### src/rtl/cpu_ctrl_pkg.sv
// Shared definitions for the fetch-stage control blocks.
// Holds the redirect FSM state encoding, the redirect source codes,
// the drain counter width and the pending-redirect payload struct.
package cpu_ctrl_pkg;

   localparam int unsigned XLEN        = 32;
   localparam int unsigned DRAIN_CNT_W = 4;

   typedef enum logic [1:0] {
      RUN   = 2'd0,
      HOLD  = 2'd1,
      DRAIN = 2'd2
   } ctrl_state_e;

   typedef enum logic [1:0] {
      SRC_NONE = 2'd0,
      SRC_JMP  = 2'd1,
      SRC_BR   = 2'd2,
      SRC_EXC  = 2'd3
   } src_e;

   typedef struct packed {
      src_e            src;
      logic [XLEN-1:0] target;
   } redirect_t;

endpackage

### src/rtl/pc_redirect_ctrl.sv
// Fetch-stage PC redirect controller.
// Arbitrates exception > branch > jump redirects, merges hazard and imem
// stalls into the ProgramCounter pause/write-enable, parks a redirect that
// cannot be applied yet, issues pipeline flushes and pauses fetch for a
// fixed drain interval after an exception.
// Ports:
//   clk, rstn                      clock, async active-low reset
//   i_exc_valid                    exception request
//   i_br_valid / i_br_target       taken branch from EX
//   i_jmp_valid / i_jmp_target     jump from ID
//   i_hazard_stall                 load-use stall
//   i_imem_ready                   imem accepts a new fetch address
//   o_pc_pause, o_pc_we            ProgramCounter controls
//   o_pc_target                    new PC, zero unless o_pc_we
//   o_flush_if, o_flush_id         squash IF/ID, ID/EX
module pc_redirect_ctrl
   import cpu_ctrl_pkg::*;
#(
   parameter logic [XLEN-1:0] EXC_VECTOR   = 32'h0000_0004,
   parameter int unsigned     DRAIN_CYCLES = 3
) (
   input  logic            clk,
   input  logic            rstn,
   input  logic            i_exc_valid,
   input  logic            i_br_valid,
   input  logic [XLEN-1:0] i_br_target,
   input  logic            i_jmp_valid,
   input  logic [XLEN-1:0] i_jmp_target,
   input  logic            i_hazard_stall,
   input  logic            i_imem_ready,
   output logic            o_pc_pause,
   output logic            o_pc_we,
   output logic [XLEN-1:0] o_pc_target,
   output logic            o_flush_if,
   output logic            o_flush_id
);

   ctrl_state_e            state_q, state_d;
   redirect_t              pend_q, pend_d;
   logic [DRAIN_CNT_W-1:0] cnt_q, cnt_d;

   src_e                   sel_src;
   logic [XLEN-1:0]        sel_target;
   logic                   exc_ovr;
   redirect_t              eff_pend;

   // Priority mux plus the pending redirect as seen this cycle; an exception
   // arriving during HOLD replaces a parked branch or jump.
   always_comb begin
      sel_src    = SRC_NONE;
      sel_target = '0;
      if (i_exc_valid) begin
         sel_src    = SRC_EXC;
         sel_target = EXC_VECTOR;
      end else if (i_br_valid) begin
         sel_src    = SRC_BR;
         sel_target = i_br_target;
      end else if (i_jmp_valid) begin
         sel_src    = SRC_JMP;
         sel_target = i_jmp_target;
      end

      exc_ovr  = i_exc_valid && (pend_q.src != SRC_EXC);
      eff_pend = pend_q;
      if (exc_ovr) begin
         eff_pend.src    = SRC_EXC;
         eff_pend.target = EXC_VECTOR;
      end
   end

   // State register
   always_ff @(posedge clk or negedge rstn) begin
      if (!rstn) begin
         state_q <= RUN;
      end else begin
         state_q <= state_d;
      end
   end

   // Pending redirect and drain counter
   always_ff @(posedge clk or negedge rstn) begin
      if (!rstn) begin
         pend_q <= '0;
         cnt_q  <= '0;
      end else begin
         pend_q <= pend_d;
         cnt_q  <= cnt_d;
      end
   end

   // Next-state, pending and counter update
   always_comb begin
      state_d = state_q;
      pend_d  = pend_q;
      cnt_d   = cnt_q;

      case (state_q)
         RUN: begin
            if (sel_src != SRC_NONE) begin
               if (i_imem_ready) begin
                  state_d = (sel_src == SRC_EXC) ? DRAIN : RUN;
               end else begin
                  pend_d.src    = sel_src;
                  pend_d.target = sel_target;
                  state_d       = HOLD;
               end
            end
         end
         HOLD: begin
            if (i_imem_ready) begin
               state_d = (eff_pend.src == SRC_EXC) ? DRAIN : RUN;
               pend_d  = '0;
            end else begin
               pend_d = eff_pend;
            end
         end
         DRAIN: begin
            // Leave once the final pause cycle has been counted out.
            if (cnt_q <= DRAIN_CNT_W'(1)) begin
               state_d = RUN;
            end
         end
         default: begin
            state_d = RUN;
         end
      endcase

      if ((state_d == DRAIN) && (state_q != DRAIN)) begin
         cnt_d = DRAIN_CNT_W'(DRAIN_CYCLES);
      end else if ((state_q == DRAIN) && (cnt_q != '0)) begin
         cnt_d = cnt_q - DRAIN_CNT_W'(1);
      end
   end

   // Outputs; forced low while reset is asserted so nothing reaches the PC.
   always_comb begin
      o_pc_pause  = 1'b0;
      o_pc_we     = 1'b0;
      o_pc_target = '0;
      o_flush_if  = 1'b0;
      o_flush_id  = 1'b0;

      if (rstn) begin
         case (state_q)
            RUN: begin
               if (sel_src != SRC_NONE) begin
                  o_flush_if = 1'b1;
                  o_flush_id = (sel_src == SRC_EXC) || (sel_src == SRC_BR);
                  if (i_imem_ready) begin
                     o_pc_we     = 1'b1;
                     o_pc_target = sel_target;
                  end else begin
                     o_pc_pause = 1'b1;
                  end
               end else begin
                  o_pc_pause = i_hazard_stall | ~i_imem_ready;
               end
            end
            HOLD: begin
               if (exc_ovr) begin
                  o_flush_if = 1'b1;
                  o_flush_id = 1'b1;
               end
               if (i_imem_ready) begin
                  o_pc_we     = 1'b1;
                  o_pc_target = eff_pend.target;
               end else begin
                  o_pc_pause = 1'b1;
               end
            end
            DRAIN: begin
               o_pc_pause = (cnt_q != '0);
            end
            default: begin
               o_pc_pause = 1'b0;
            end
         endcase
      end
   end

endmodule
### config.mk
export PLATFORM = sky130hd
export DESIGN_NAME = pc_redirect_ctrl
export DESIGN_NICKNAME = d
export VERILOG_FILES = /design/src/rtl/cpu_ctrl_pkg.sv /design/src/rtl/pc_redirect_ctrl.sv
export SDC_FILE = /design/constraint.sdc
export NUM_CORES = 1
export LEC_CHECK = 0
export CORE_MARGIN = 3
export CORE_UTILIZATION = 45
export CTS_CLUSTER_DIAMETER = 200
export DETAILED_ROUTE_END_ITERATION = 8
export PLACE_DENSITY = 0.84
export SYNTH_ARGS = -nofsm -noshare
export SYNTH_HDL_FRONTEND = slang
export SYNTH_SLANG_ARGS = --single-unit
### constraint.sdc
create_clock -name clk -period 3.4 [get_ports clk]
set_input_delay 0.68 -clock clk [delete_from_list [all_inputs] [get_ports clk]]
set_output_delay 0.68 -clock clk [all_outputs]
set_load 0.005 [all_outputs]
== Word-level counts from Yosys, hierarchy flattened ==
Cells that the tools add are included.
Storage, ports and cells
  register bits: 40
  bits of input ports: 71
  output and inout port bits: 36
  logic and storage cells: 68
Cells by class
  add/sub/neg operators: 1
  magnitude comparators: 1
  equality and inequality tests: 10
  muxes and demuxes: 40
  bitwise gates (word level): 2
  reduce and logical (&&, ||, !) cells: 10
Operator list (count)
  $mux W32: 7
  $mux W34: 4
  $pmux W34 S2: 1
  $pmux W32 S2: 1
  $mux W2: 8
  $mux W1: 12
  $eq A2 B2 Y1 const B: 5
  $mux W4: 2
  $ne A2 B2 Y1 const B: 4
  $pmux W1 S2: 3
  $pmux W2 S3: 1
  $reduce_bool A2 Y1: 3
  $le A4 B1 Y1 const B: 1
  $reduce_bool A4 Y1: 1
  $sub A4 B1 Y4 const B: 1
  $logic_and A1 B1 Y1: 3
  $pmux W1 S3: 1
  $reduce_and A3 Y1: 1
  $eq A2 B1 Y1 const B: 1
  $logic_not A2 Y1: 1
  $logic_or A1 B1 Y1: 1
  $not A1 Y1: 1
  $or A1 B1 Y1: 1

== Longest topological paths before layout ==
  word-level depth: 11
  depth in mapped cells: 7
  depth with buffers taken out: 5

== Worst setup path before layout ==
No wires, ideal clock.
  path kind: input -> output
  start: input port i_exc_valid
  end: output port o_pc_target[0]
  arrival time: 1.786 ns
  required time: 2.720 ns
  path slack: 0.934 ns
  stages: 7
  path buffers: 3
  cells stage by stage: or3_1 > buf_2 > and3_4 > buf_6 > buf_6 > a22oi_2 > nor2_1
On the way
  cells in the longest elaborated chain, start to end: 5
  elaborated cells between the ends (all ways): 10
  classes of those cells: mux: 8; reduce/logical: 2
Ends and longest elaborated chain
  start, declared: line pc_redirect_ctrl.sv:24  | input logic i_exc_valid,
  $mux W32, or another cell as far along: line pc_redirect_ctrl.sv:52  | if (i_exc_valid) begin
  $mux W32, or another cell as far along: line pc_redirect_ctrl.sv:149  | if (i_imem_ready) begin
  $mux W32 (on tied branches): line pc_redirect_ctrl.sv:146, pc_redirect_ctrl.sv:164
  $pmux W32 S2 *: line pc_redirect_ctrl.sv:144  | case (state_q)
  $mux W32 *: line pc_redirect_ctrl.sv:143  | if (rstn) begin
  end, declared: line pc_redirect_ctrl.sv:33  | output logic [XLEN-1:0] o_pc_target,
Every way passes the cells marked *; elsewhere a longest branch is shown, timed or not.

== Final worst setup path ==
  start: input port i_exc_valid
  end: output port o_pc_target[12]
The elaborated chain is that of the path after synthesis.

==> results.sh <==
export IMPL_syn2layout_area_growth_pct=47.40
export IMPL_crit_path_top_delay_cell="clkdlybuf4s50_1"
export IMPL_power_share_sequential_pct=38.8
export IMPL_antenna_left=0
export IMPL_io_buffer_count=106
export IMPL_cp_start_kind="input port"
export IMPL_die_h_um=84.07
export IMPL_crit_arrival_ns=2.65
export IMPL_cts_reportedPaths_clkPinSlew_ns=0.09
export IMPL_clockBufferDepth=2
export IMPL_place_ws_ns=-0.03061
export IMPL_power_density_nw_per_um2=465.5
export IMPL_drv_slew=0
export IMPL_die_area_sq_um=7068
export IMPL_avgSynthCellArea_sq_um=10.23
export IMPL_insertion_delay_ns=0.30
export IMPL_hold_slack_ns=0.5147
export IMPL_final_nets=446
export IMPL_crit_buf_inv=4
export IMPL_fmax_mhz=299.9
export IMPL_finalCritPeriodShare_pct=98.06
export IMPL_detailed_place_hpwl_um=6075
export IMPL_crit_required_ns=2.72
export IMPL_maxCapViolations=0
export IMPL_crit_end="o_pc_target[12]"
export IMPL_synthFlopType="dfrtp_1"
export IMPL_peakVddDrop_mv=0.2551
export IMPL_synth_top_area_cell="dfrtp_1"
export IMPL_power_w=0.001882
export IMPL_setup_viol=0
export IMPL_p_sw_w=0.0007338
export IMPL_fp_dieW_um=84.07
export IMPL_timing_rr_end="pend_q[12]$_DFFE_PN0P_"
export IMPL_slew_headroom_pct=65.28
export IMPL_synth_yosys_seq_area_share_pct=36.50
export IMPL_async_reset_ff_share_pct=100.0
export IMPL_intPower_w=0.001148
export IMPL_htreeDepth=2
export IMPL_viasPerCell=6.218
export IMPL_cp_max_fo=21
export IMPL_ys_seq_elements=40
export IMPL_core_sq_um=5709
export IMPL_synthTopCellsByArea="dfrtp_1, a32o_1, a22oi_2"
export IMPL_drc=0
export IMPL_drive_above_1_share_pct=19.57
export IMPL_fin_ws_ns=0.06597
export IMPL_antenna_cells=0
export IMPL_p_comb_share_pct=44.1
export IMPL_cts_setup_buffers=0
export IMPL_grt_pass1_wl_um=14330
export IMPL_path_cells="clkdlybuf4s50_1, buf_4, nor2b_4, buf_12, a32o_1, a22oi_2, nor2_1, clkdlybuf4s50_1"
export IMPL_grt_usage_pct=24.75
export IMPL_ys_warn_count=0
export IMPL_clock_sinks=40
export IMPL_ys_types=38
export IMPL_r2r_slack_ns=1.57
export IMPL_cts_buffers=5
export IMPL_final_min_clock_period_ns=3.334
export IMPL_antenna_found_initial=0
export IMPL_place_congestion=0.8614
export IMPL_rows=27
export IMPL_stdcell_count=445
export IMPL_grt_start_max_net_pins=41
export IMPL_dpl_cell_count=436
export IMPL_crit_top_cell="clkdlybuf4s50_1"
export IMPL_nFillCells=443
export IMPL_reg2reg_from="state_q[0]$_DFF_PN0_"
export IMPL_initial_core_util_pct=48.04
export IMPL_path_class="in -> out"
export IMPL_worst_path_stages=8
export IMPL_drt_total_wl_um=8820
export IMPL_critical_path_max_stage_delay_ns=0.53
export IMPL_globalRoute_totalOverflow=0
export IMPL_r2r_worst_path_cells=5
export IMPL_finalHoldViolCount=0
export IMPL_tritoncts="done"
export IMPL_syn_num_nets=342
export IMPL_dr_pass1_iters=4
export IMPL_p_sw_share_pct=38.99
export IMPL_netlist_area_sq_um=2743
export IMPL_drt_wirelength_per_cell_um=19.82
export IMPL_io_pins=107
export IMPL_status="complete, no violations"
export IMPL_p_leak_nw=1.505
export IMPL_synth_edf_count=0
export IMPL_worstMarginPinSlew_ns=0.5209
export IMPL_grt_pass1_vias=2866
export IMPL_cts_root_buf="clkbuf_8"
export IMPL_crit_family="buffers and inverters"
export IMPL_num_vias=2767
export IMPL_critPathLaunch="i_exc_valid"
export IMPL_synth_top_area_share_pct=36.50
export IMPL_p_clk_share_pct=17.1
export IMPL_finClkSkew_ns=0.01134
export IMPL_hp_class="reg -> reg"
export IMPL_synthCells=268
export IMPL_critPathCaptureType="output pin"
export IMPL_dr_first_iter_drc_count=196
[power groups by stage]
stage                     clock [W]  combinational (W)  sequential (W)
after CTS                  0.000324           0.000828        0.000726
after floorplan                   0           0.000563        0.000689
after global placement            0           0.000791        0.000724
final                      0.000322           0.000829        0.000731
after detailed placement          0           0.000811        0.000735
after global routing       0.000347           0.000901        0.000746
[cell usage in the layout, fill, tap and decap left out, drive strengths merged, types with 2 or more instances in the layout]
cell type and count:
nor2b 4, dfrtp 40, o21a 4, a22oi 31
nor3 3, buf 25, nand2 5, o21ai 8
ha 3, nor4 2, a21oi 8, clkdlybuf4s50 104
clkbuf 5, nand2b 6, a32o 62, clkinv 3
nor2 38, and3 3, inv 4
[per-stage QoR]
stage / utilization (%) / TNS [ns] / instance area [sq um]
2_1_floorplan: - / 0 / 2743
3_3_place_gp: 68.79 / -0.03515 / 3928
3_5_place_dp: 68.79 / -0.04200 / 3928
4_1_cts: 70.50 / 0 / 4025
5_1_grt: 70.81 / -0.004597 / 4043
6_report: 70.81 / 0 / 4043
[worst min path at each step]
stage                     cells after the start  slack (ns)                     end                    from
after floorplan                               0        0.38    cnt_q[0]$_DFFE_PN0P_                    rstn
after global placement                        1        0.47  pend_q[31]$_DFFE_PN0P_  pend_q[31]$_DFFE_PN0P_
after detailed placement                      1        0.49  pend_q[30]$_DFFE_PN0P_  pend_q[30]$_DFFE_PN0P_
after CTS                                     1        0.51  pend_q[30]$_DFFE_PN0P_  pend_q[30]$_DFFE_PN0P_
after global routing                          1        0.52  pend_q[31]$_DFFE_PN0P_  pend_q[31]$_DFFE_PN0P_
final                                         1        0.51  pend_q[30]$_DFFE_PN0P_  pend_q[30]$_DFFE_PN0P_
[cells in the mapped netlist, drive strengths merged (2+ instances only)]
cell type and count:
nor3 3, o21ai 8, a21oi 8, nand2 5
a32o 62, nor2b 4, dfrtp 40, o21a 4
and3 2, ha 3, nand2b 6, clkbuf 13
nor2 38, a22oi 31, inv 4, buf 21
nor4 2
[cells by family (layout without fill, tap and decap cells)]
kind of cell	count (synthesis)	in the layout	synth area share (%)
AOI/OAI and AO/OA	119	119	42.25
and+or+nand+nor	66	67	11.77
DFF	40	40	36.50
buffers and inverters	38	142	7.436
adders and majority gates	3	3	1.369
xor gates and xnor gates	1	1	0.3194
muxes	1	1	0.3650
[sequential cells by signal (all words and copies together) (netlist names)]
register	flops
pend_q	34
cnt_q	4
state_q	2
[cell type report]
type / count / area [sq um] / share of cell area, %
Timing Repair Buffer: 130 / 1276 / 31.57
Inverter: 4 / 15.01 / 0.3714
Clock inverter: 3 / 18.77 / 0.4643
Clock buffer: 5 / 68.82 / 1.702
Tap cell: 72 / 90.09 / 2.228
Multi-Input combinational cell: 191 / 1573 / 38.90
Sequential cell: 40 / 1001 / 24.76
[layer usage]
| metal | track usage [%] | vias to the layer above | wire length (um) | share of wire, % |
|---|---|---|---|---|
| met4 | 8.772 | 0 | 210 | 2.4 |
| met3 | 6.910 | 17 | 712 | 8.1 |
| met2 | 42.40 | 130 | 4479 | 51 |
| li1 | - | 1274 | - | - |
| met1 | 29.47 | 1346 | 3418 | 39 |
| met5 | 0 | - | 0 | 0 |
[what timing repair did]
item / in CTS / in global routing
cloned: 1 / 0
resized for setup: 2 / 6
hold buffers: 0 / 0
pin swaps: 0 / 0
endpoints found under the setup margin: 5 / 22
Power figures use the tool's default switching activity.
==> variant 1 (same settings) <==
The 3 states of `ctrl_state_e` get a one-hot encoding in 3 bits.
--- a/src/rtl/cpu_ctrl_pkg.sv
+++ b/src/rtl/cpu_ctrl_pkg.sv
@@ -6,10 +6,10 @@
    localparam int unsigned XLEN        = 32;
    localparam int unsigned DRAIN_CNT_W = 4;
 
-   typedef enum logic [1:0] {
-      RUN   = 2'd0,
-      HOLD  = 2'd1,
-      DRAIN = 2'd2
+   typedef enum logic [2:0] {
+      RUN   = 3'b001,
+      HOLD  = 3'b010,
+      DRAIN = 3'b100
    } ctrl_state_e;
 
    typedef enum logic [1:0] {
Formal check against the unedited RTL: same outputs for any inputs over 4 cycles, from zero or initial values and one cycle with rstn low; so few cycles prove little.
==> variant 1 against the original RTL <==
  * Global-route usage is 1.2 points lower
  * Register-to-register slack got worse by 0.76 ns
  * Synthesized area up 8.2%
  * Final area is 2.5% higher
  * Cell count is 16% higher
  * Wire length hardly changed
  * Total power is 23% higher
  * Worst hold slack worse by 0.040 ns
  * Non-clock buffer count shrank 10
  * Maximum frequency rose by 1.6%
  * Synthesized cell count up 30%
  * Largest power group unchanged
  * Setup slack gained 0.053 ns
  * Sequential cell count is 1 higher
==> variant 1: results (changes against the original RTL) <==
[outcome]
status = finished, final reports clean

[synth]
yosys.area.top_type_share_pct = 33.7  ; -2.8 points
synth.distinct_cells = 50  ; +32%
synthTopCellsByCount = 40 x dfrtp_1, 40 x nor2_1, 38 x a21oi_1, 38 x nand2_1, 32 x a22oi_1
synth_area_per_cell_um2 = 8.52  ; -17%
seq_area_frac_synth_pct = 34.6  ; -1.9 points
syn_nets = 422  ; +23%
synth.area.top_cells = dfrtp_1 34%, a22o_1 9.2%, a22oi_1 8.1%

[drt]
dr.pass1.iters = 5  ; +1
num_vias = 3005  ; +8.6%

[min_path]
hold_path.class = input port to async pin

[setup_path]
r2r_cells = 4  ; -1
regToRegStartpoint = state_q[0]
setup.worst_path.end = o_pc_target[15]
worstPathArrival_ns = 2.60  ; -0.05 ns
timing.rr.end = pend_q[33]
reg2reg_slack_ns = 0.81  ; -0.76 ns
crit_path_start = i_jmp_valid
cpPeakStageDelay_ns = 0.57  ; +0.04 ns

[layout]
nFillCells = 533  ; +20%
layout.nets = 515  ; +15%
area_share_clock_buf_inv_pct = 2.08  ; -0.083 points
multi_input_area_share_pct = 41.7  ; +2.8 points
buf_share_pct = 28.5  ; -3.1 points
stdcell_count = 517  ; +16%
inv_count = 7  ; +3
seq_area_share_pct = 24.8  ; +0.029 points

[timing]
finClkSkew_ns = 0.00634  ; -0.00500 ns
holdWs_ns = 0.475  ; -0.0397 ns
tightest_slew_ns = 1.23  ; +0.705 ns
fin_crit_sh_pct = 96.5  ; -1.6 points

[place]
hpwl_um = 6220  ; +2.4%
pre_cts_slack_ns = 0.129  ; +0.159 ns
placed_area_um2 = 4050  ; +3.1%
gp_congestion = 0.892  ; +3.5%
dp.cells = 509  ; +17%

[pwr]
leakage_nw = 1.66  ; +11%
p_seq_share_pct = 40.4  ; +1.6 points
peakVddDrop_mv = 0.352  ; +38%
comb-power_w = 0.00106  ; +28%
p_int_w = 0.00139  ; +21%

[global_route]
grt_usage_pct = 23.5  ; -1.2 points
grt_max_degree = 45  ; +9.8%

-- variant 1: cell count changes after synthesis, moves of 4 or more --
cell      delta
a22o_1      +31
o21ai_0      -4
nand3b_1    +30
a32o_1      -62
buf_2        -6
a22oi_2     -29
nand3_1      +5
a22oi_1     +30
o21a_1       -4
nand2b_1     -4
nand2_1     +33
a21oi_1     +30
-- variant 1: routing by layer --
layer	global-route usage [%]	vias to the layer above	wire length [µm]
li1	-	1456	-
met5	0	-	0
met3	3.88	12	516
met2	40.8	91	4430
met1	30.0	1446	3700
met4	7.11	0	171
-- variant 1: cells by family after synthesis --
kind of cell | synth area share (%)
AO/OA/AOI/OAI | 29.3
XOR/XNOR | 0.886
adder cells (fa/ha/maj) | 1.27
buffers and inverters | 7.63
flip-flops | 34.6
AND/OR/NAND/NOR | 26.3
-- variant 1: what timing repair did --
item                       CTS  global route
resized for setup            0             1
setup endpoints to repair    0             1
setup buffers                0             0
==> variant 2 (same settings) <==
Made on the original files. Set the package constant `XLEN` to 64 (it was 32).
--- a/src/rtl/cpu_ctrl_pkg.sv
+++ b/src/rtl/cpu_ctrl_pkg.sv
@@ -3,7 +3,7 @@
 // the drain counter width and the pending-redirect payload struct.
 package cpu_ctrl_pkg;
 
-   localparam int unsigned XLEN        = 32;
+   localparam int unsigned XLEN        = 64;
    localparam int unsigned DRAIN_CNT_W = 4;
 
    typedef enum logic [1:0] {
Ports: changed (resized i_br_target, i_jmp_target and o_pc_target); port bits go from 107 to 203. The function was not compared with the original's and may differ.
==> variant 2 against the original RTL <==
  * Setup slack got worse by 0.015 ns
  * Non-clock buffer count rose by 109
  * Clock skew rose by 0.0028 ns
  * First-iteration DRC count rose by 43%
  * Maximum frequency fell by 0.45%
  * Final area rose by 87%
  * Sequential share of layout area fell by 0.87 points
  * Wire length rose by 90%
  * Total power rose by 87%
  * Sequential cell count rose by 32
  * Core utilization rose by 0.64 points
  * Synthesized area rose by 81%
  * Register-to-register slack got worse by 0.45 ns
==> variant 2: results (changes against the original RTL) <==
[synth]
synth.area.top_cells = dfrtp_1 36%, a32o_1 25%, a22oi_2 15%
syn_nets = 597  ; +75%
synthTopCellsByCount = 126 x a32o_1, 72 x dfrtp_1, 70 x nor2_1

[drt]
num_vias = 5064  ; +83%
dr.pass1.iters = 5  ; +1
met1Wirelength_um = 6620  ; +94%
wl_met3_um = 1090  ; +53%
drtIter0Drc = 280  ; +43%

[clock_tree]
clkLatencyLatePin_ns = 0.35  ; +0.05 ns
numCtsBuffers = 9  ; +4
postCtsSetupBuffers = 2  ; +2
cts.repair.resized = 12  ; +10

[place]
dp.cells = 760  ; +74%

[pwr]
p_seq_share_pct = 36.3  ; -2.5 points
peakVddDrop_mv = 0.307  ; +20%

[setup_path]
crit_fanout = 19  ; -9.5%
timing.rr.end = pend_q[17]
setup.worst_path.end = o_pc_target[18]
reg2reg_slack_ns = 1.12  ; -0.45 ns

[global_route]
grt_use_met1_pct = 30.1  ; +0.68 points
grt_max_degree = 69  ; +68%
grt_pass1_wl_um = 25800  ; +80%

[outcome]
status = finished, final reports clean

[timing]
tightest_slew_ns = 0.867  ; +0.346 ns
finClkSkew_ns = 0.0142  ; +0.00283 ns

## variant 2: per-stage QoR
step	setup TNS (ns)	instance area, µm²	worst slack [ns]	power [W]
finish	0	7540	0.0510	0.00353
global placement	-0.199	7130	-0.0192	0.00263
global route	0	7540	0.00605	0.00371
detailed placement	-1.39	7130	-0.0650	0.00269
CTS	-0.00871	7410	-0.00583	0.00350
floorplan	0	4980	1.01	0.00222
## variant 2: worst min path at each step
stage / end / from / depth (start not counted)
after detailed placement: pend_q[1] / pend_q[1] / 1
after CTS: cnt_q[1] / rstn / 1
final: cnt_q[0] / rstn / 1
after global placement: pend_q[0] / pend_q[0] / 1
after global routing: cnt_q[1] / rstn / 1
after floorplan: cnt_q[0] / rstn / 0
## variant 2: cells by family (layout without fill, tap and decap cells)
family | after synthesis | after routing | synth area share [%]
AO/OA/AOI/OAI | 215 | 215 | 44.3
multiplexers | 1 | 1 | 0.201
adder cells (fa/ha/maj) | 3 | 3 | 0.754
flip-flops | 72 | 72 | 36.2
buffers and inverters | 69 | 259 | 9.05
XOR/XNOR | 1 | 1 | 0.176
AND/OR/NAND/NOR | 98 | 98 | 9.33
## variant 2: cell type report
class / instances / area [µm²] / share of cell area (%)
clock inverters: 5 / 78.8 / 1.05
multi-input cells: 318 / 2790 / 37.0
clock buffers: 11 / 151 / 2.01
flip-flops and latches: 72 / 1800 / 23.9
well taps: 136 / 170 / 2.26
repair buffers: 239 / 2530 / 33.6
inverters: 4 / 15.0 / 0.199
## variant 2: worst reg2reg max path, stage by stage (launching register included)
cell and delay (ns):
dfrtp_1 0.72, nor4_4 0.11, buf_4 0.17, nor3_4 0.28, o21ai_4 0.23, buf_4 0.35, a32o_1 0.30
